### src/rtl/pong_pkg.sv
`default_nettype none
// ============================================================================
// Module : pong_pkg
// Brief  : Shared state encoding, direction type and default geometry for pong.
// Rev    : 1.0
// ============================================================================
package pong_pkg;

  typedef enum logic [2:0] {
    IDLE   = 3'd0,
    SERVE  = 3'd1,
    WAIT   = 3'd2,
    MOVE_X = 3'd3,
    MOVE_Y = 3'd4,
    MISS   = 3'd5
  } state_t;

  // 0 = towards larger coordinates, 1 = towards smaller coordinates
  typedef logic dir_t;
  localparam dir_t DIR_POS = 1'b0;
  localparam dir_t DIR_NEG = 1'b1;

  localparam int DEF_CORDW        = 10;
  localparam int DEF_H_RES        = 640;
  localparam int DEF_V_RES        = 480;
  localparam int DEF_BALL_SIZE    = 8;
  localparam int DEF_BALL_SPEED   = 2;
  localparam int DEF_PAD_X        = 16;
  localparam int DEF_PAD_W        = 8;
  localparam int DEF_PAD_H        = 64;
  localparam int DEF_SERVE_FRAMES = 60;

endpackage
`default_nettype wire

### src/rtl/pong_axis_step.sv
`default_nettype none
// ============================================================================
// Module : pong_axis_step
// Brief  : One-axis position step with clamp and bounce at both limits.
// Rev    : 1.0
// ============================================================================
module pong_axis_step
  import pong_pkg::*;
#(
  parameter int W    = 10,
  parameter int STEP = 2
) (
  input  logic [W-1:0] pos_i,
  input  dir_t         dir_i,
  input  logic [W-1:0] lo_i,
  input  logic [W-1:0] hi_i,
  output logic [W-1:0] pos_o,
  output dir_t         dir_o,
  output logic         at_lo_o
);

  logic [W:0] pos_w;
  logic [W:0] lo_lim;
  logic [W:0] hi_lim;

  // Limits are tested before stepping so a decrement never wraps.
  always_comb begin
    pos_w   = {1'b0, pos_i};
    lo_lim  = {1'b0, lo_i} + (W+1)'(STEP);
    hi_lim  = {1'b0, hi_i} - (W+1)'(STEP);
    pos_o   = pos_i;
    dir_o   = dir_i;
    at_lo_o = 1'b0;
    if (dir_i == DIR_POS) begin
      if (pos_w >= hi_lim) begin
        pos_o = hi_i;
        dir_o = DIR_NEG;
      end else begin
        pos_o = W'(pos_w + (W+1)'(STEP));
      end
    end else begin
      if (pos_w <= lo_lim) begin
        pos_o   = lo_i;
        dir_o   = DIR_POS;
        at_lo_o = 1'b1;
      end else begin
        pos_o = W'(pos_w - (W+1)'(STEP));
      end
    end
  end

endmodule
`default_nettype wire

### src/rtl/pong_ball_ctrl.sv
`default_nettype none
// ============================================================================
// Module : pong_ball_ctrl
// Brief  : Per-frame ball sequencer: serve delay, wall/paddle bounce, miss.
// Rev    : 1.0
// ============================================================================
module pong_ball_ctrl
  import pong_pkg::*;
#(
  parameter int CORDW        = DEF_CORDW,
  parameter int H_RES        = DEF_H_RES,
  parameter int V_RES        = DEF_V_RES,
  parameter int BALL_SIZE    = DEF_BALL_SIZE,
  parameter int BALL_SPEED   = DEF_BALL_SPEED,
  parameter int PAD_X        = DEF_PAD_X,
  parameter int PAD_W        = DEF_PAD_W,
  parameter int PAD_H        = DEF_PAD_H,
  parameter int SERVE_FRAMES = DEF_SERVE_FRAMES
) (
  input  logic             pix_clk,
  input  logic             rst_pix_n,
  input  logic             frame,
  input  logic             start,
  input  logic [CORDW-1:0] paddle_y,
  output logic [CORDW-1:0] ball_x,
  output logic [CORDW-1:0] ball_y,
  output logic             ball_valid,
  output logic             miss,
  output logic             busy
);

  localparam int CNT_W = $clog2(SERVE_FRAMES + 1);
  localparam logic [CORDW-1:0] C_X_CTR = CORDW'((H_RES - BALL_SIZE) / 2);
  localparam logic [CORDW-1:0] C_Y_CTR = CORDW'((V_RES - BALL_SIZE) / 2);
  localparam logic [CORDW-1:0] C_X_HI  = CORDW'(H_RES - BALL_SIZE);
  localparam logic [CORDW-1:0] C_X_LO  = CORDW'(PAD_X + PAD_W);
  localparam logic [CORDW-1:0] C_Y_HI  = CORDW'(V_RES - BALL_SIZE);
  localparam logic [CORDW-1:0] C_Y_LO  = '0;
  localparam logic [CNT_W-1:0] C_SERVE = CNT_W'(SERVE_FRAMES);

  state_t             state_q, state_d;
  logic [CORDW-1:0]   ball_x_q, ball_x_d, ball_y_q, ball_y_d;
  dir_t               dx_q, dx_d, dy_q, dy_d;
  logic [CNT_W-1:0]   cnt_q, cnt_d;
  logic               valid_q, miss_q, busy_q;

  logic [CORDW-1:0]   x_step, y_step;
  dir_t               dx_step, dy_step;
  logic               x_at_lo, y_at_lo;
  logic               hit;

  pong_axis_step #(.W(CORDW), .STEP(BALL_SPEED)) u_step_x (
    .pos_i(ball_x_q), .dir_i(dx_q), .lo_i(C_X_LO), .hi_i(C_X_HI),
    .pos_o(x_step), .dir_o(dx_step), .at_lo_o(x_at_lo)
  );

  pong_axis_step #(.W(CORDW), .STEP(BALL_SPEED)) u_step_y (
    .pos_i(ball_y_q), .dir_i(dy_q), .lo_i(C_Y_LO), .hi_i(C_Y_HI),
    .pos_o(y_step), .dir_o(dy_step), .at_lo_o(y_at_lo)
  );

  // Paddle overlap uses the pre-move ball_y, since X is stepped before Y.
  assign hit = ({1'b0, paddle_y} < ({1'b0, ball_y_q} + (CORDW+1)'(BALL_SIZE))) &&
               ({1'b0, ball_y_q} < ({1'b0, paddle_y} + (CORDW+1)'(PAD_H)));

  always_comb begin
    state_d  = state_q;
    ball_x_d = ball_x_q;
    ball_y_d = ball_y_q;
    dx_d     = dx_q;
    dy_d     = dy_q;
    cnt_d    = cnt_q;
    case (state_q)
      IDLE: begin
        if (start) begin
          cnt_d    = C_SERVE;
          ball_x_d = C_X_CTR;
          ball_y_d = C_Y_CTR;
          state_d  = SERVE;
        end
      end
      SERVE: begin
        if (frame) begin
          cnt_d = cnt_q - CNT_W'(1);
          if (cnt_q == CNT_W'(1)) state_d = WAIT;
        end
      end
      WAIT: begin
        if (frame) state_d = MOVE_X;
      end
      MOVE_X: begin
        if (x_at_lo && !hit) begin
          state_d = MISS;
        end else begin
          ball_x_d = x_step;
          dx_d     = dx_step;
          state_d  = MOVE_Y;
        end
      end
      MOVE_Y: begin
        ball_y_d = y_step;
        dy_d     = y_at_lo ? DIR_POS : dy_step;
        state_d  = WAIT;
      end
      MISS: begin
        ball_x_d = C_X_CTR;
        ball_y_d = C_Y_CTR;
        dx_d     = DIR_POS;
        cnt_d    = C_SERVE;
        state_d  = SERVE;
      end
      default: state_d = IDLE;
    endcase
  end

  // Status outputs are registered from the next state so they align with state_q.
  always_ff @(posedge pix_clk or negedge rst_pix_n) begin
    if (!rst_pix_n) begin
      state_q  <= IDLE;
      ball_x_q <= C_X_CTR;
      ball_y_q <= C_Y_CTR;
      dx_q     <= DIR_POS;
      dy_q     <= DIR_POS;
      cnt_q    <= '0;
      valid_q  <= 1'b0;
      miss_q   <= 1'b0;
      busy_q   <= 1'b0;
    end else begin
      state_q  <= state_d;
      ball_x_q <= ball_x_d;
      ball_y_q <= ball_y_d;
      dx_q     <= dx_d;
      dy_q     <= dy_d;
      cnt_q    <= cnt_d;
      valid_q  <= (state_d != IDLE);
      miss_q   <= (state_d == MISS);
      busy_q   <= (state_d == MOVE_X) || (state_d == MOVE_Y) || (state_d == MISS);
    end
  end

  assign ball_x     = ball_x_q;
  assign ball_y     = ball_y_q;
  assign ball_valid = valid_q;
  assign miss       = miss_q;
  assign busy       = busy_q;

endmodule
`default_nettype wire

### config.mk
export PLATFORM = sky130hd
export DESIGN_NAME = pong_ball_ctrl
export DESIGN_NICKNAME = d
export VERILOG_FILES = /design/src/rtl/pong_pkg.sv /design/src/rtl/pong_axis_step.sv /design/src/rtl/pong_ball_ctrl.sv
export SDC_FILE = /design/constraint.sdc
export NUM_CORES = 1
export LEC_CHECK = 0
export BUFFER_PORTS_ARGS = -buffer_cell sky130_fd_sc_hd__buf_2
export CAP_MARGIN = 10
export CELL_PAD_IN_SITES_DETAIL_PLACEMENT = 0
export CELL_PAD_IN_SITES_GLOBAL_PLACEMENT = 1
export CORE_MARGIN = 2
export CORE_UTILIZATION = 47
export CTS_CLUSTER_DIAMETER = 60
export DETAILED_ROUTE_END_ITERATION = 12
export PLACE_DENSITY_LB_ADDON = 0.1
export SYNTH_ARGS = -nofsm -noshare
export SYNTH_HDL_FRONTEND = slang
export SYNTH_SLANG_ARGS = --single-unit
### constraint.sdc
create_clock -name pix_clk -period 6.4 [get_ports pix_clk]
set_input_delay 0.64 -clock pix_clk [delete_from_list [all_inputs] [get_ports pix_clk]]
set_output_delay 0.64 -clock pix_clk [all_outputs]
set_load 0.02 [all_outputs]
==> qor.csv, run 1 <==
metric,value,unit
rsz0062_at_grt,no,
top_layer_used,met4,
fmax,0.3122,GHz
cp.required,6.62,ns
most-common-layout-cells,"buf_2, nand2_1, ha_1",
clockRootBuffer,clkbuf_8,
hp-class,in -> async,
met1Wirelength,3.599,mm
dr_total_vias,2567,
pin_count,37,
switching_power,0.0005277,W
relSlewSlack,0.5211,
die_w,82.06,microns
dr.pass1.iters,4,
clk_latency,0.29,ns
grt_overflow,0,
avgSynthCellArea,8.230,sq um
area_growth,8.738,%
syn-cell-area,2864,sq um
ys_types,65,
die_y,82.06,microns
finalWirelength,6.987,mm
p_int,0.0005942,W
grt_pass1_wl,11.33,mm
final_util,0.5260,
p_clk_frac,0.147,
rows,28,
total_power,0.001122,W
cellLeakagePower,1.366,nW
hold_viol,0,
wl_met2,3.136,mm
antenna_found_initial,0,
drv_cap,0,
ir_worst_vdd,0.0002337,V
clk_pin_slew,0.07,ns
ctsResizeCount,0,
worstMarginPinSlew,0.7184,ns
drive_above_1_share,0.1793,
critPathLaunchType,flop,
ys_warn_count,0,
grt_usage,0.2193,
fin_setup_tns,0,ns
grt_pass1_vias,2364,
seqPwrFrac,0.357,
synth-edff-count,0,
post_cts.repair.setup_buffers,0,
postSynthCellCount,348,
cts_buffers,5,
ys_ff_latch,32,
grt_max_degree,33,
power.density,360.3,nW/um^2
critPathArrivalTime,3.42,ns
fin_hold_ws,0.4007,ns
cts.path.max_buffers,2,
dp_cells,435,
viasPerCell,5.795,
stdcell_count,443,
drt_iter0_drc,191,
final_common_cell,buf_2,
cts_tree,done,
drcViolationCount,0,
wl_per_cell,15.77,microns
yosysSeqAreaShare,0.2840,
dieArea,6734,sq um
cts_sinks,32,
fillers,580,
fin_crit_sh,0.5004,
placement.io_buffers,34,
fin_crit,3.203,ns
gp_congestion,0.8287,
critPathKind,reg -> reg,
critPathMaxFanout,15,
core,5921,sq um
hpwlAfterDp,5.046,mm
initial_core_util,0.4837,
diodes,0,
ant_nets,0,
finalClockSkew,0.002041,ns
finalSetupViolCount,0,
wl_met3,196,microns
swShare,0.4704,
endpoint_kind,flop,
nets,409,
dominantRegCellSynth,dfrtp_1,
synth-async-reset-ratio,1.000,
status,finished clean,
htree_levels,2,
slew_viol_final,0,
comb_power_share,0.495,
cts_hold_repair.buffers,0,
==> power by group through the flow <==
stage               combinational, W  clock [W]  sequential, W
finish                      0.000556   0.000165       0.000401
global route                0.000627   0.000176       0.000417
CTS                         0.000554   0.000171       0.000400
detailed placement          0.000550          0       0.000403
global placement            0.000546          0       0.000402
floorplan                   0.000444          0       0.000367
==> through the flow <==
stage / setup WS (ns) / instance area, sq um
floorplan: 3.521 / 2868
global placement: 3.208 / 3020
detailed placement: 3.153 / 3020
CTS: 3.167 / 3114
global route: 2.969 / 3114
finish: 3.197 / 3114
==> metal layers <==
layer  track usage  vias up
li1              -     1301
met1        0.3105     1215
met2        0.3488       47
met3       0.03297        4
met4       0.05833        0
met5             0        -
==> sequential cells by signal (all words and copies together), names as in the netlist <==
name / cells
dy_q: 1
state_q: 3
dx_q: 1
miss: 1
ball_valid: 1
cnt_q: 6
ball_x: 9
busy: 1
ball_y: 9
==> logic make-up (layout without fill, tap and decap cells) <==
logic type,count (synthesis),count (layout),share of synthesized area
AND/OR/NAND/NOR,117,117,0.2128
AO/OA/AOI/OAI,102,102,0.2425
multiplexers,3,3,0.01223
XOR/XNOR,17,17,0.05199
buffers and inverters,48,67,0.07295
flip-flops,32,32,0.2840
adder cells (fa/ha/maj),28,28,0.1223
other,1,2,0.001309
==> worst paths after layout <==
| kind | startpoint | endpoint | slack [ns] | cells after the start |
|---|---|---|---|---|
| min | rst_pix_n | cnt_q[5]$_DFFE_PN0P_ | 0.40 | 1 |
| max | ball_y[5]$_DFFE_PN1P_ | ball_x[2]$_DFFE_PN1P_ | 3.20 | 9 |
| min reg2reg | cnt_q[5]$_DFFE_PN0P_ | cnt_q[5]$_DFFE_PN0P_ | 0.51 | 2 |
| max in group asynchronous | rst_pix_n | ball_y[4]$_DFFE_PN0P_ | 5.54 | 1 |
| min in group pix_clk | cnt_q[5]$_DFFE_PN0P_ | cnt_q[5]$_DFFE_PN0P_ | 0.51 | 2 |
| max reg2reg | ball_y[5]$_DFFE_PN1P_ | ball_x[2]$_DFFE_PN1P_ | 3.20 | 9 |
==> worst max-delay path: stages, from the launching register on <==
cell and delay [ns]:
dfstp_2 0.70, and3_1 0.29, nand3_1 0.11, xor2_1 0.17, ha_1 0.30, a211o_1 0.29, o21ai_1 0.27, a21oi_4 0.10
nor2b_1 0.55, mux2_4 0.35
==> area by class of cell <==
class / count / area, sq um / area share
clock buffers: 7 / 86.33 / 0.02772
inverters: 24 / 90.09 / 0.02893
flip-flops and latches: 32 / 813.3 / 0.2611
multi-input cells: 269 / 1846 / 0.5926
repair buffers: 35 / 177.7 / 0.05705
well taps: 75 / 93.84 / 0.03013
clock inverters: 1 / 7.507 / 0.002411
==> synthesized netlist by cell type, types with 2 or more instances <==
| cell | number | area, sq um |
|---|---|---|
| o22ai_1 | 6 | 37.54 |
| nand3_1 | 16 | 80.08 |
| nor2b_1 | 2 | 12.51 |
| nor3b_1 | 2 | 15.01 |
| and3_1 | 5 | 31.28 |
| inv_1 | 23 | 86.33 |
| a22oi_1 | 3 | 22.52 |
| a31oi_1 | 5 | 31.28 |
| o21ai_0 | 20 | 100.1 |
| o31a_1 | 2 | 17.52 |
| dfrtp_1 | 22 | 550.5 |
| xor2_1 | 7 | 61.31 |
| a2bb2oi_1 | 2 | 17.52 |
| o221ai_1 | 4 | 35.03 |
| or3_1 | 2 | 12.51 |
| or4_4 | 2 | 22.52 |
| nor2_1 | 20 | 75.07 |
| o41ai_1 | 3 | 26.28 |
| nor3_1 | 8 | 40.04 |
| nor4_1 | 6 | 37.54 |
| a21oi_1 | 22 | 110.1 |
| buf_2 | 2 | 10.01 |
| or4_1 | 2 | 15.01 |
| buf_6 | 2 | 22.52 |
| nand4_1 | 3 | 18.77 |
| or2_2 | 5 | 31.28 |
| mux2i_1 | 2 | 20.02 |
| dfstp_2 | 10 | 262.8 |
| a211oi_1 | 5 | 37.54 |
| nand2_1 | 30 | 112.6 |
| a221oi_1 | 2 | 17.52 |
| nand2b_1 | 4 | 25.02 |
| o211ai_1 | 2 | 15.01 |
| ha_1 | 28 | 350.3 |
| and2_1 | 4 | 25.02 |
| buf_4 | 3 | 22.52 |
| clkbuf_1 | 17 | 63.81 |
| o21bai_1 | 2 | 15.01 |
| o22a_1 | 5 | 43.79 |
| a21o_1 | 4 | 30.03 |
| xnor2_1 | 10 | 87.58 |
(Power assumes the default switching activity.)
==> run 2: changes to the inputs <==
--- a/config.mk
+++ b/config.mk
@@ -10,7 +10,7 @@
 export CELL_PAD_IN_SITES_DETAIL_PLACEMENT = 0
 export CELL_PAD_IN_SITES_GLOBAL_PLACEMENT = 1
 export CORE_MARGIN = 2
-export CORE_UTILIZATION = 47
+export CORE_UTILIZATION = 40
 export CTS_CLUSTER_DIAMETER = 60
 export DETAILED_ROUTE_END_ITERATION = 12
 export PLACE_DENSITY_LB_ADDON = 0.1
==> constraint.sdc (replaced) <==
create_clock -name pix_clk -period 2.8 [get_ports pix_clk]
set_input_delay 0.28 -clock pix_clk [delete_from_list [all_inputs] [get_ports pix_clk]]
set_output_delay 0.28 -clock pix_clk [all_outputs]
set_load 0.02 [all_outputs]
==> run 2 against run 1 <==
Maximum frequency grew 20%. Utilization shrank 4.9 points. Highest routed layer unchanged. Sequential cell count is the same. Design area grew 5.2%. Clock-buffer cell count shrank 2. Combinational power grew to 2.6 times the previous value. Wire length grew 4.1%. Critical endpoint is now ball_x[4]$_DFFE_PN1P_. Worst setup slack lost 3.1 ns.
==> qor.csv, run 2 (synthesized netlist as in run 1, its figures left out) <==
metric,value,unit
antenna_found_initial,0,
pin_count,37,
rows,30,
gp_congestion,0.8011,
p_int,0.001507,W
fin_ws,0.1339,ns
drive_above_1_share,0.2199,
power.density,841.5,nW/um^2
core,6869,sq um
finalWirelength,7.271,mm
final_util,0.4770,
hold_viol,0,
dr.pass1.iters,4,
critPathLaunchType,flop,
clockRootBuffer,clkbuf_8,
cts_tree,done,
fin_crit,2.666,ns
cts_sinks,32,
wl_per_cell,15.21,microns
drv_cap,0,
place_ws,0.09203,ns
nets,423,
grt_usage,0.1953,
cts_buffers,5,
diodes,0,
placement.io_buffers,34,
viasPerCell,5.508,
clk_pin_slew,0.08,ns
post_cts.repair.setup_buffers,0,
seqPwrFrac,0.305,
status,finished clean,
cp.required,3.02,ns
total_power,0.002757,W
slew_viol_final,0,
swShare,0.4534,
endpoint_kind,flop,
die_w,88.62,microns
critPathKind,reg -> reg,
final_common_cell,buf_2,
ir_worst_vdd,0.0003007,V
finalClockSkew,0.007426,ns
cellLeakagePower,1.446,nW
fin_setup_tns,0,ns
drt_iter0_drc,106,
ant_nets,0,
grt_overflow,0,
grt_max_degree,33,
drcViolationCount,0,
hp-class,in -> async,
grt_pass1_wl,12.16,mm
dr_total_vias,2633,
die_y,88.62,microns
critPathArrivalTime,2.88,ns
initial_core_util,0.4169,
cts.path.max_buffers,2,
hpwlAfterDp,5.481,mm
grt_pass1_vias,2445,
finalSetupViolCount,0,
most-common-layout-cells,"buf_2, nand2_1, ha_1",
htree_levels,2,
rsz0062_at_grt,no,
p_clk_frac,0.164,
comb_power_share,0.532,
switching_power,0.001250,W
area_growth,14.42,%
fmax,0.3751,GHz
relSlewSlack,0.5080,
dieArea,7853,sq um
worstMarginPinSlew,0.7381,ns
fillers,696,
clk_latency,0.29,ns
fin_hold_ws,0.05698,ns
critPathMaxFanout,6,
fin_crit_sh,0.9522,
-- run 2: final timing paths --
check	start	to	slack [ns]	cells past startpoint
worst max register to register	ball_y[3]$_DFFE_PN1P_	ball_x[4]$_DFFE_PN1P_	0.13	12
worst min register to register	ball_y[3]$_DFFE_PN1P_	ball_y[3]$_DFFE_PN1P_	0.51	2
min in group pix_clk	frame	busy$_DFF_PN0_	0.30	2
max in group asynchronous	rst_pix_n	ball_y[9]$_DFFE_PN0P_	2.28	1
worst max-delay path	ball_y[3]$_DFFE_PN1P_	ball_x[4]$_DFFE_PN1P_	0.13	12
worst min-delay path	rst_pix_n	ball_x[7]$_DFFE_PN0P_	0.06	1
-- run 2: critical path: stages, from the launching register on --
cell     delay, ns
dfstp_2       0.55
inv_1         0.06
ha_1          0.27
inv_1         0.04
ha_1          0.27
or4b_1        0.46
a21oi_2       0.15
o21ai_2       0.09
a21oi_4       0.16
nor2b_1       0.06
buf_4         0.15
buf_4         0.15
o22a_1        0.19
-- run 2: layer usage --
layer,wire length (microns),up-vias,share of wire,global-route usage
met5,0,-,0,0
met4,86,0,0.012,0.04821
met3,213,8,0.029,0.02892
met2,3279,48,0.45,0.3042
met1,3691,1252,0.51,0.2851
li1,-,1325,-,-
-- run 2: per-stage QoR --
stage / cells / cell area, sq um
global placement: 470 / 3152
floorplan: 349 / 2869
detailed placement: 470 / 3152
global route: 478 / 3277
finish: 478 / 3277
CTS: 478 / 3263
-- run 2: power groups by stage --
stage	combinational [W]	clock, W	sequential (W)
2_1_floorplan	0.00102	0	0.000839
3_3_place_gp	0.00144	0	0.000848
3_5_place_dp	0.00143	0	0.000849
4_1_cts	0.00144	0.000464	0.000840
5_1_grt	0.00165	0.000485	0.000868
6_report	0.00147	0.000452	0.000840
-- run 2: layout make-up --
| class | count | area [sq um] | share of cell area |
|---|---|---|---|
| tap | 96 | 120.1 | 0.03666 |
| multi-input combinational | 269 | 1859 | 0.5674 |
| timing repair buffer | 49 | 282.8 | 0.08629 |
| inverter | 24 | 90.09 | 0.02749 |
| sequential | 32 | 813.3 | 0.2482 |
| clock inverter | 3 | 42.54 | 0.01298 |
| clock buffer | 5 | 68.82 | 0.02100 |
-- run 2: timing repair --
| action | CTS | global route |
|---|---|---|
| resized for setup | 0 | 5 |
| endpoints found under the setup margin | 0 | 10 |
| hold buffers | 0 | 0 |
